$ cat config.mk
export PLATFORM = sky130hd
export DESIGN_NAME = mem_arbiter
export DESIGN_NICKNAME = d
export VERILOG_FILES = /design/src/rtl/mem_arb_pkg.sv /design/src/rtl/mem_arb_fair.sv /design/src/rtl/mem_arbiter.sv
export SDC_FILE = /design/constraint.sdc
export NUM_CORES = 1
export LEC_CHECK = 0
export ABC_AREA = 1
export CAP_MARGIN = 20
export CORE_AREA = 8 8 104 178
export DETAILED_ROUTE_END_ITERATION = 12
export DIE_AREA = 0 0 112 186
export GPL_ROUTABILITY_DRIVEN = 1
export GPL_TIMING_DRIVEN = 0
export SYNTH_ARGS = -nofsm -noshare
export SYNTH_HDL_FRONTEND = slang
export SYNTH_HIERARCHICAL = 1
export SYNTH_SLANG_ARGS = --single-unit
export TNS_END_PERCENT = 30
$ cat constraint.sdc
create_clock -name Clk -period 1.9 [get_ports Clk]
set_clock_uncertainty 0.2 [all_clocks]
set_input_delay 0.38 -clock Clk [delete_from_list [all_inputs] [get_ports Clk]]
set_output_delay 0.38 -clock Clk [all_outputs]
set_load 0.01 [all_outputs]
$ cat src/rtl/mem_arb_pkg.sv
`default_nettype none
// ============================================================================
//  Module      : mem_arb_pkg
//  Description : Shared types and constants for the Memoria arbiter
//                (FSM state encoding, access owner encoding).
//  Revision    : 1.0  initial release
// ============================================================================
package mem_arb_pkg;

  typedef enum logic [1:0] {
    IDLE    = 2'd0,
    ISSUE   = 2'd1,
    RD_WAIT = 2'd2,
    RESP    = 2'd3
  } arb_state_t;

  typedef enum logic {
    OWN_CPU = 1'b0,
    OWN_DBG = 1'b1
  } owner_t;

  // Read wait counter width; covers RD_LAT 1..3 (counter holds RD_LAT-1).
  localparam int c_wait_w = 2;

endpackage
`default_nettype wire

$ cat src/rtl/mem_arb_fair.sv
`default_nettype none
// ============================================================================
//  Module      : mem_arb_fair
//  Description : Winner selection between CPU and debug port. The CPU has
//                priority, but after MAX_CPU_BURST consecutive CPU grants
//                taken while the debug port waits, the debug port wins.
//  Revision    : 1.0  initial release
//  Ports       :
//    Clk       in   clock
//    Reset     in   synchronous active-high reset
//    cpu_req   in   CPU request
//    dbg_req   in   debug request
//    in_idle   in   arbiter FSM is in IDLE this cycle
//    cpu_grant in   CPU grant strobe
//    dbg_grant in   debug grant strobe
//    winner    out  port that wins if arbitration happens this cycle
// ============================================================================
module mem_arb_fair
  import mem_arb_pkg::*;
#(
  parameter int MAX_CPU_BURST = 4
) (
  input  logic   Clk,
  input  logic   Reset,
  input  logic   cpu_req,
  input  logic   dbg_req,
  input  logic   in_idle,
  input  logic   cpu_grant,
  input  logic   dbg_grant,
  output owner_t winner
);

  localparam int c_cnt_w = $clog2(MAX_CPU_BURST + 1);
  localparam logic [c_cnt_w-1:0] c_max_run = c_cnt_w'(MAX_CPU_BURST);

  logic [c_cnt_w-1:0] r_cpu_run_cnt;

  // Counts CPU grants that overtook a waiting debug request. Any idle cycle
  // without a debug request ends the "starvation window".
  always_ff @(posedge Clk) begin
    if (Reset) begin
      r_cpu_run_cnt <= '0;
    end else if (dbg_grant || (in_idle && !dbg_req)) begin
      r_cpu_run_cnt <= '0;
    end else if (cpu_grant && dbg_req && (r_cpu_run_cnt != c_max_run)) begin
      r_cpu_run_cnt <= r_cpu_run_cnt + c_cnt_w'(1);
    end
  end

  always_comb begin
    winner = OWN_CPU;
    if (dbg_req && (!cpu_req || (r_cpu_run_cnt == c_max_run))) begin
      winner = OWN_DBG;
    end
  end

endmodule
`default_nettype wire

$ cat src/rtl/mem_arbiter.sv
`default_nettype none
// ============================================================================
//  Module      : mem_arbiter
//  Description : Shares single-port Memoria between the CPU datapath and a
//                debug/loader port. One outstanding access at a time; read
//                data is steered into the owning port's rdata register.
//  Revision    : 1.0  initial release
//  Ports       :
//    Clk, Reset                          clock, synchronous active-high reset
//    cpu_req/wr/addr/wdata               CPU access request
//    cpu_gnt/rvalid/rdata/stall          CPU grant, read response, stall
//    dbg_req/wr/addr/wdata               debug access request
//    dbg_gnt/rvalid/rdata                debug grant, read response
//    mem_addr/mem_wr/mem_wdata           to Memoria
//    mem_rdata                           from Memoria (RD_LAT cycles latency)
// ============================================================================
module mem_arbiter
  import mem_arb_pkg::*;
#(
  parameter int DATA_W        = 32,
  parameter int ADDR_W        = 32,
  parameter int RD_LAT        = 1,
  parameter int MAX_CPU_BURST = 4
) (
  input  logic              Clk,
  input  logic              Reset,
  input  logic              cpu_req,
  input  logic              cpu_wr,
  input  logic [ADDR_W-1:0] cpu_addr,
  input  logic [DATA_W-1:0] cpu_wdata,
  output logic              cpu_gnt,
  output logic              cpu_rvalid,
  output logic [DATA_W-1:0] cpu_rdata,
  output logic              cpu_stall,
  input  logic              dbg_req,
  input  logic              dbg_wr,
  input  logic [ADDR_W-1:0] dbg_addr,
  input  logic [DATA_W-1:0] dbg_wdata,
  output logic              dbg_gnt,
  output logic              dbg_rvalid,
  output logic [DATA_W-1:0] dbg_rdata,
  output logic [ADDR_W-1:0] mem_addr,
  output logic              mem_wr,
  output logic [DATA_W-1:0] mem_wdata,
  input  logic [DATA_W-1:0] mem_rdata
);

  arb_state_t          r_state;
  owner_t              r_owner;
  logic [c_wait_w-1:0] r_wait_cnt;
  logic [DATA_W-1:0]   r_cpu_rdata;
  logic [DATA_W-1:0]   r_dbg_rdata;
  logic                r_cpu_gnt;
  logic                r_dbg_gnt;
  logic                r_cpu_rvalid;
  logic                r_dbg_rvalid;

  owner_t              w_winner;
  logic                w_own_wr;
  logic [ADDR_W-1:0]   w_own_addr;
  logic [DATA_W-1:0]   w_own_wdata;
  logic                w_addr_phase;

  mem_arb_fair #(
    .MAX_CPU_BURST(MAX_CPU_BURST)
  ) u_fair (
    .Clk      (Clk),
    .Reset    (Reset),
    .cpu_req  (cpu_req),
    .dbg_req  (dbg_req),
    .in_idle  (r_state == IDLE),
    .cpu_grant(r_cpu_gnt),
    .dbg_grant(r_dbg_gnt),
    .winner   (w_winner)
  );

  // Owner-side request fields; requesters hold them stable until completion.
  assign w_own_wr     = (r_owner == OWN_DBG) ? dbg_wr    : cpu_wr;
  assign w_own_addr   = (r_owner == OWN_DBG) ? dbg_addr  : cpu_addr;
  assign w_own_wdata  = (r_owner == OWN_DBG) ? dbg_wdata : cpu_wdata;
  assign w_addr_phase = (r_state == ISSUE) || (r_state == RD_WAIT);

  always_ff @(posedge Clk) begin
    if (Reset) begin
      r_state      <= IDLE;
      r_owner      <= OWN_CPU;
      r_wait_cnt   <= '0;
      r_cpu_rdata  <= '0;
      r_dbg_rdata  <= '0;
      r_cpu_gnt    <= 1'b0;
      r_dbg_gnt    <= 1'b0;
      r_cpu_rvalid <= 1'b0;
      r_dbg_rvalid <= 1'b0;
    end else begin
      r_cpu_gnt    <= 1'b0;
      r_dbg_gnt    <= 1'b0;
      r_cpu_rvalid <= 1'b0;
      r_dbg_rvalid <= 1'b0;
      case (r_state)
        IDLE: begin
          if (cpu_req || dbg_req) begin
            r_owner   <= w_winner;
            r_state   <= ISSUE;
            r_cpu_gnt <= (w_winner == OWN_CPU);
            r_dbg_gnt <= (w_winner == OWN_DBG);
          end
        end
        ISSUE: begin
          if (w_own_wr) begin
            r_state <= IDLE;
          end else begin
            r_state    <= RD_WAIT;
            r_wait_cnt <= c_wait_w'(RD_LAT - 1);
          end
        end
        RD_WAIT: begin
          if (r_wait_cnt == '0) begin
            r_state <= RESP;
            if (r_owner == OWN_DBG) begin
              r_dbg_rdata  <= mem_rdata;
              r_dbg_rvalid <= 1'b1;
            end else begin
              r_cpu_rdata  <= mem_rdata;
              r_cpu_rvalid <= 1'b1;
            end
          end else begin
            r_wait_cnt <= r_wait_cnt - c_wait_w'(1);
          end
        end
        RESP: begin
          r_state <= IDLE;
        end
        default: begin
          r_state <= IDLE;
        end
      endcase
    end
  end

  // Strobes are masked during Reset so that a grant is never shown for an
  // access that the reset is about to abort.
  assign cpu_gnt    = r_cpu_gnt    & ~Reset;
  assign dbg_gnt    = r_dbg_gnt    & ~Reset;
  assign cpu_rvalid = r_cpu_rvalid & ~Reset;
  assign dbg_rvalid = r_dbg_rvalid & ~Reset;
  assign cpu_rdata  = r_cpu_rdata;
  assign dbg_rdata  = r_dbg_rdata;

  assign mem_addr  = w_addr_phase ? w_own_addr : '0;
  assign mem_wdata = w_addr_phase ? w_own_wdata : '0;
  assign mem_wr    = (r_state == ISSUE) & w_own_wr & ~Reset;

  // A CPU access completes on its write grant or on its read response.
  assign cpu_stall = cpu_req & ~((cpu_gnt & cpu_wr) | cpu_rvalid);

endmodule
`default_nettype wire

==> qor_table.md <==
| Stage | Metric | Reported |
| --- | --- | --- |
| floorplan | Die span in x | 112 um |
| grt | Number of antenna violations at the first check in global routing | 1 |
| placed design | Setup WS pre-CTS | -0.962 ns |
| timing | Tightest Pin Transition | 0.561 ns |
| logic synthesis | Total of flip-flops plus latches after synthesis | 76 |
| logic synthesis | Synth cell types | 22 |
| cells and area | Number of nets in the final layout | 1104 |
| critical path | Critical path capture point type | output port |
| placed design | Number of buffer cells added on primary ports | 299 |
| cells and area | Number of fill cells | 1712 |
| critical path | Element type at the critical path start | flip-flop |
| outcome | Failing checks | negative setup slack |
| routing | Via/cell ratio | 4.53 |
| critical path | Type of the worst setup path | flip-flop to output port |
| placed design | Half-perimeter wire length after detailed placement | 15.8 mm |
| logic synthesis | Synth Area in Adders | 0.0254 |
| timing | Highest clock rate | 447 MHz |
| logic synthesis | Synthesized-area fraction occupied by and/or/nand/nor cells | 0.322 |
| cells and area | Area of combinational cells with multiple inputs | 2180 um2 |
| hold path | Startpoint of the lowest-slack hold path | dbg_rdata[3] |
| power and ir drop | Sequential group share of total power | 0.216 |
| routing | Detailed-route wire length | 19.9 mm |
| critical path | Cell with the largest stage delay on the worst path | dfxtp_2 |
| power and ir drop | Portion of total power attributed to combinational logic | 0.577 |
| critical path | Most frequent cell on the critical path | clkbuf_16 |
| routing | ANT nets after route | 0 |
| clock network | Clock latency at the later pin of the worst-skew pair | 0.33 ns |
| critical path | Ordered cell list for the critical path | inv_4, ha_4, clkbuf_16, clkbuf_16, o21ai_2, nor2_1, buf_2 |
| power and ir drop | Pwr per Cell Area | 1210 nW/um2 |
| routing | DRT iter0 DRCs | 165 |
| logic synthesis | Most frequent cell after synthesis | nor2_1 |
| placed design | Post-DP Area | 7180 um2 |
| logic synthesis | Warning count from the yosys run | 6 |
| clock network | Clock transition time at the flip-flop clock pins of the worst setup and hold paths | 0.06 ns |
| timing | Worst hold slack after final layout | 0.259 ns |
| logic synthesis | Most frequent cells after synthesis | 215 x nor2_1, 91 x o21ai_0, 76 x dfxtp_1 |
| placed design | GPL Wtd Cong | 0.891 |
| logic synthesis | Area share of the largest cell type after synthesis | 0.386 |
| logic synthesis | Combinational family with the most area after synthesis | simple AND/OR/NAND/NOR gates |
| placed design | Inst Count DP | 1097 |
| timing | Minimum clock period | 2.24 ns |
| hold path | Worst hold path class | flip-flop to flip-flop |
| clock network | Root buffer selected by CTS | clkbuf_16 |
| logic synthesis | Share of synthesized area spent on multiplexers | 0 |
| logic synthesis | Post-synthesis average cell area | 6.51 um2 |
| critical path | FF-to-FF Start | r_state[0] |
| grt | Pin count of the biggest net entering global routing | 15 |
| logic synthesis | Cell type with the highest aggregate area in the netlist | dfxtp_1 |
| routing | Via count | 5107 |
| power and ir drop | Clock Power Share | 0.207 |
| logic synthesis | Post-synthesis instance total | 606 |
| outcome | Result of the run | complete, but fails checks |
| critical path | Family with the most delay on the worst path | buffers and inverters |
| timing | Final setup fails | 65 |
| grt | Overflow after GRT | 0 |
| logic synthesis | Sequential share of the synthesized area | 0.386 |
| grt | Number of global-route vias before repair | 5038 |
| clock network | Maximum clock path buffer count | 2 |
| floorplan | Floorplan die area | 20800 um2 |
| timing | Setup repair after global routing missed its margin | yes |
| routing | DRC Markers | 0 |
| logic synthesis | Largest cells by area after synthesis | dfxtp_1 39%, nor2_1 20%, o21ai_0 12% |
| hold path | Hold Path Cell Cnt | 2 |
| critical path | FF-to-FF setup slack | 0.14 ns |
| timing | Slew margin rel. | 0.626 |
| grt | Total global-route track usage | 0.182 |
| critical path | Worst Reg2Reg Path Length in Cells | 9 |
| critical path | Data arrival time of the worst path | 1.66 ns |
| critical path | Bufs and invs on worst path | 4 |
| logic synthesis | Post-Synth XOR/XNOR Area | 0 |
| floorplan | Floorplan Core Area | 16100 um2 |
| critical path | Req. time, crit path | 1.32 ns |
| cells and area | Sequential cell area | 1530 um2 |
| clock network | TritonCTS clock tree | built |
| critical path | Worst path depth | 7 |
| power and ir drop | Highest ir drop seen on vdd | 651 uV |
| logic synthesis | Share of flip-flops with an asynchronous set or reset after synthesis | 0 |
| floorplan | Initial core utilization | 0.244 |
| cells and area | Fraction of final layout cells sized beyond drive strength 1 | 0.198 |
| logic synthesis | Post-synthesis cell area | 3940 um2 |
| power and ir drop | Leakage power of the design | 0.00327 uW |
| cells and area | Design Area, Final | 7610 um2 |
| hold path | Terminating pin of the worst hold path | dbg_rdata[3] |
| critical path | Max FO, Critical Path | 5 |
| cells and area | P&R area growth vs syn | 92.9% |
| power and ir drop | Int Power | 5680 uW |
| clock network | CTS H-tree lvls | 3 |
| floorplan | Number of primary I/O pins | 300 |
| logic synthesis | Complex-gate fraction of the synthesized area | 0.174 |
| timing | Final worst path period share | 1.18 |
| logic synthesis | Total nets after synthesis | 780 |
| power and ir drop | Sw Share | 0.385 |
| timing | Hold violation count in the final report | 0 |
| logic synthesis | Primary flip-flop cell chosen by synthesis mapping | dfxtp_1 |
| clock network | Number of buffers inserted during clock tree synthesis | 9 |
| floorplan | Vertical die dimension | 186 um |
| timing | Total count of max-transition violations in the final report | 0 |
| power and ir drop | Net Switching | 3550 uW |
| routing | Length of the first detailed-routing pass in iterations | 5 |
| critical path | Critical register-to-register path endpoint | dbg_rdata[7] |
| cells and area | Final Non-Filler Cells | 1128 |
| timing | Final critical-path setup slack | -0.335 ns |
| routing | Routed length per placed instance | 17.6 um |
| floorplan | FP Rows | 62 |
| critical path | Biggest cell delay along the critical path | 0.35 ns |
| clock network | Clk sink count | 76 |
| flow run | Maxcap violations | 0 |
| grt | Global-route wire length before repair | 29.4 mm |
| logic synthesis | Number of flops mapped to enable cells by yosys | 0 |
==> tightest hold or removal path, cell delays in order, from the launching register on <==
cell and delay (ns):
dfxtp_1 0.31, nand2_1 0.06, a21oi_1 0.05
==> state kept, by name, indices dropped and copies added, names as in the netlist, named ones only <==
| name | count |
|---|---|
| cpu_rdata | 32 |
| dbg_rdata | 32 |
| u_fair/r_cpu_run_cnt | 3 |
| r_wait_cnt | 2 |
| r_cpu_gnt | 1 |
| r_cpu_rvalid | 1 |
| r_dbg_gnt | 1 |
| r_dbg_rvalid | 1 |
| r_owner | 1 |
| r_state | 1 |
==> cell type report <==
class / instances / area share
Multi-Input combinational cell: 459 / 0.287
Inverter: 26 / 0.0138
Antenna cell: 1 / 0.000329
Buffer: 45 / 0.0503
Timing Repair Buffer: 313 / 0.373
Tap cell: 192 / 0.0316
Clock inverter: 6 / 0.0123
Sequential cell: 76 / 0.201
Clock buffer: 10 / 0.0314
==> power by group through the flow <==
| stage | clock [uW] | sequential (uW) | combinational, uW |
|---|---|---|---|
| floorplan | 0 | 2100 | 2000 |
| global placement | 0 | 2010 | 4740 |
| detailed placement | 0 | 2010 | 4750 |
| CTS | 1970 | 1990 | 4800 |
| global route | 2030 | 2020 | 5820 |
| finish | 1910 | 1990 | 5330 |
==> how the worst max path moves through the flow <==
stage and to:
6_report mem_wdata[13], 5_1_grt mem_wdata[15], 4_1_cts mem_addr[18], 3_5_place_dp mem_addr[18], 3_3_place_gp mem_addr[18], 2_1_floorplan mem_addr[0]
==> cells in the final DEF, fill, tap and decap left out, types with 4 or more instances in the layout <==
cell type / synthesis / final
a21oi_1: 37 / 37
buf_2: 15 / 76
buf_4: 10 / 19
buf_6: 4 / 4
buf_8: 1 / 10
clkbuf_1: 12 / 5
clkbuf_16: 0 / 12
clkbuf_4: 0 / 4
clkdlybuf4s50_1: 0 / 227
dfxtp_1: 76 / 73
dlygate4sd2_1: 0 / 5
ha_1: 8 / 7
inv_1: 21 / 19
inv_2: 5 / 4
nand2_1: 55 / 55
nand3_1: 38 / 38
nor2_1: 215 / 209
nor2_2: 0 / 6
o21ai_0: 91 / 52
o21ai_1: 6 / 19
o21ai_2: 0 / 26
==> through the flow <==
stage / util / setup TNS, ns / power [uW]
after floorplan: - / -2.48 / 4090
after global routing: 0.471 / -23.40 / 9860
after CTS: 0.460 / -20.07 / 8760
final: 0.471 / -17.15 / 9230
after global placement: 0.445 / -57.76 / 6750
after detailed placement: 0.445 / -57.99 / 6770
==> layer usage <==
layer  track usage  vias to the layer above  part of all wire
met5             0                        -                 0
met4        0.0787                        0             0.031
met3        0.0575                       29             0.080
met2         0.346                      224              0.53
met1         0.178                     2245              0.36
li1              -                     2609                 -
==> repair_timing <==
action                     CTS  global route
cloned                       4             3
pin swaps                   10            33
buffers inserted             6             1
hold buffers                 0             0
gates resized for setup    320            81
setup endpoints to repair   70            94
==> cell families (layout without fill, tap and decap cells) <==
family	after synthesis	after routing
other cells	0	1
fa+ha+maj	8	8
flops	76	76
compound gates	136	136
buf+inv	71	400
simple gates	315	315
(Power assumes the default switching activity.)
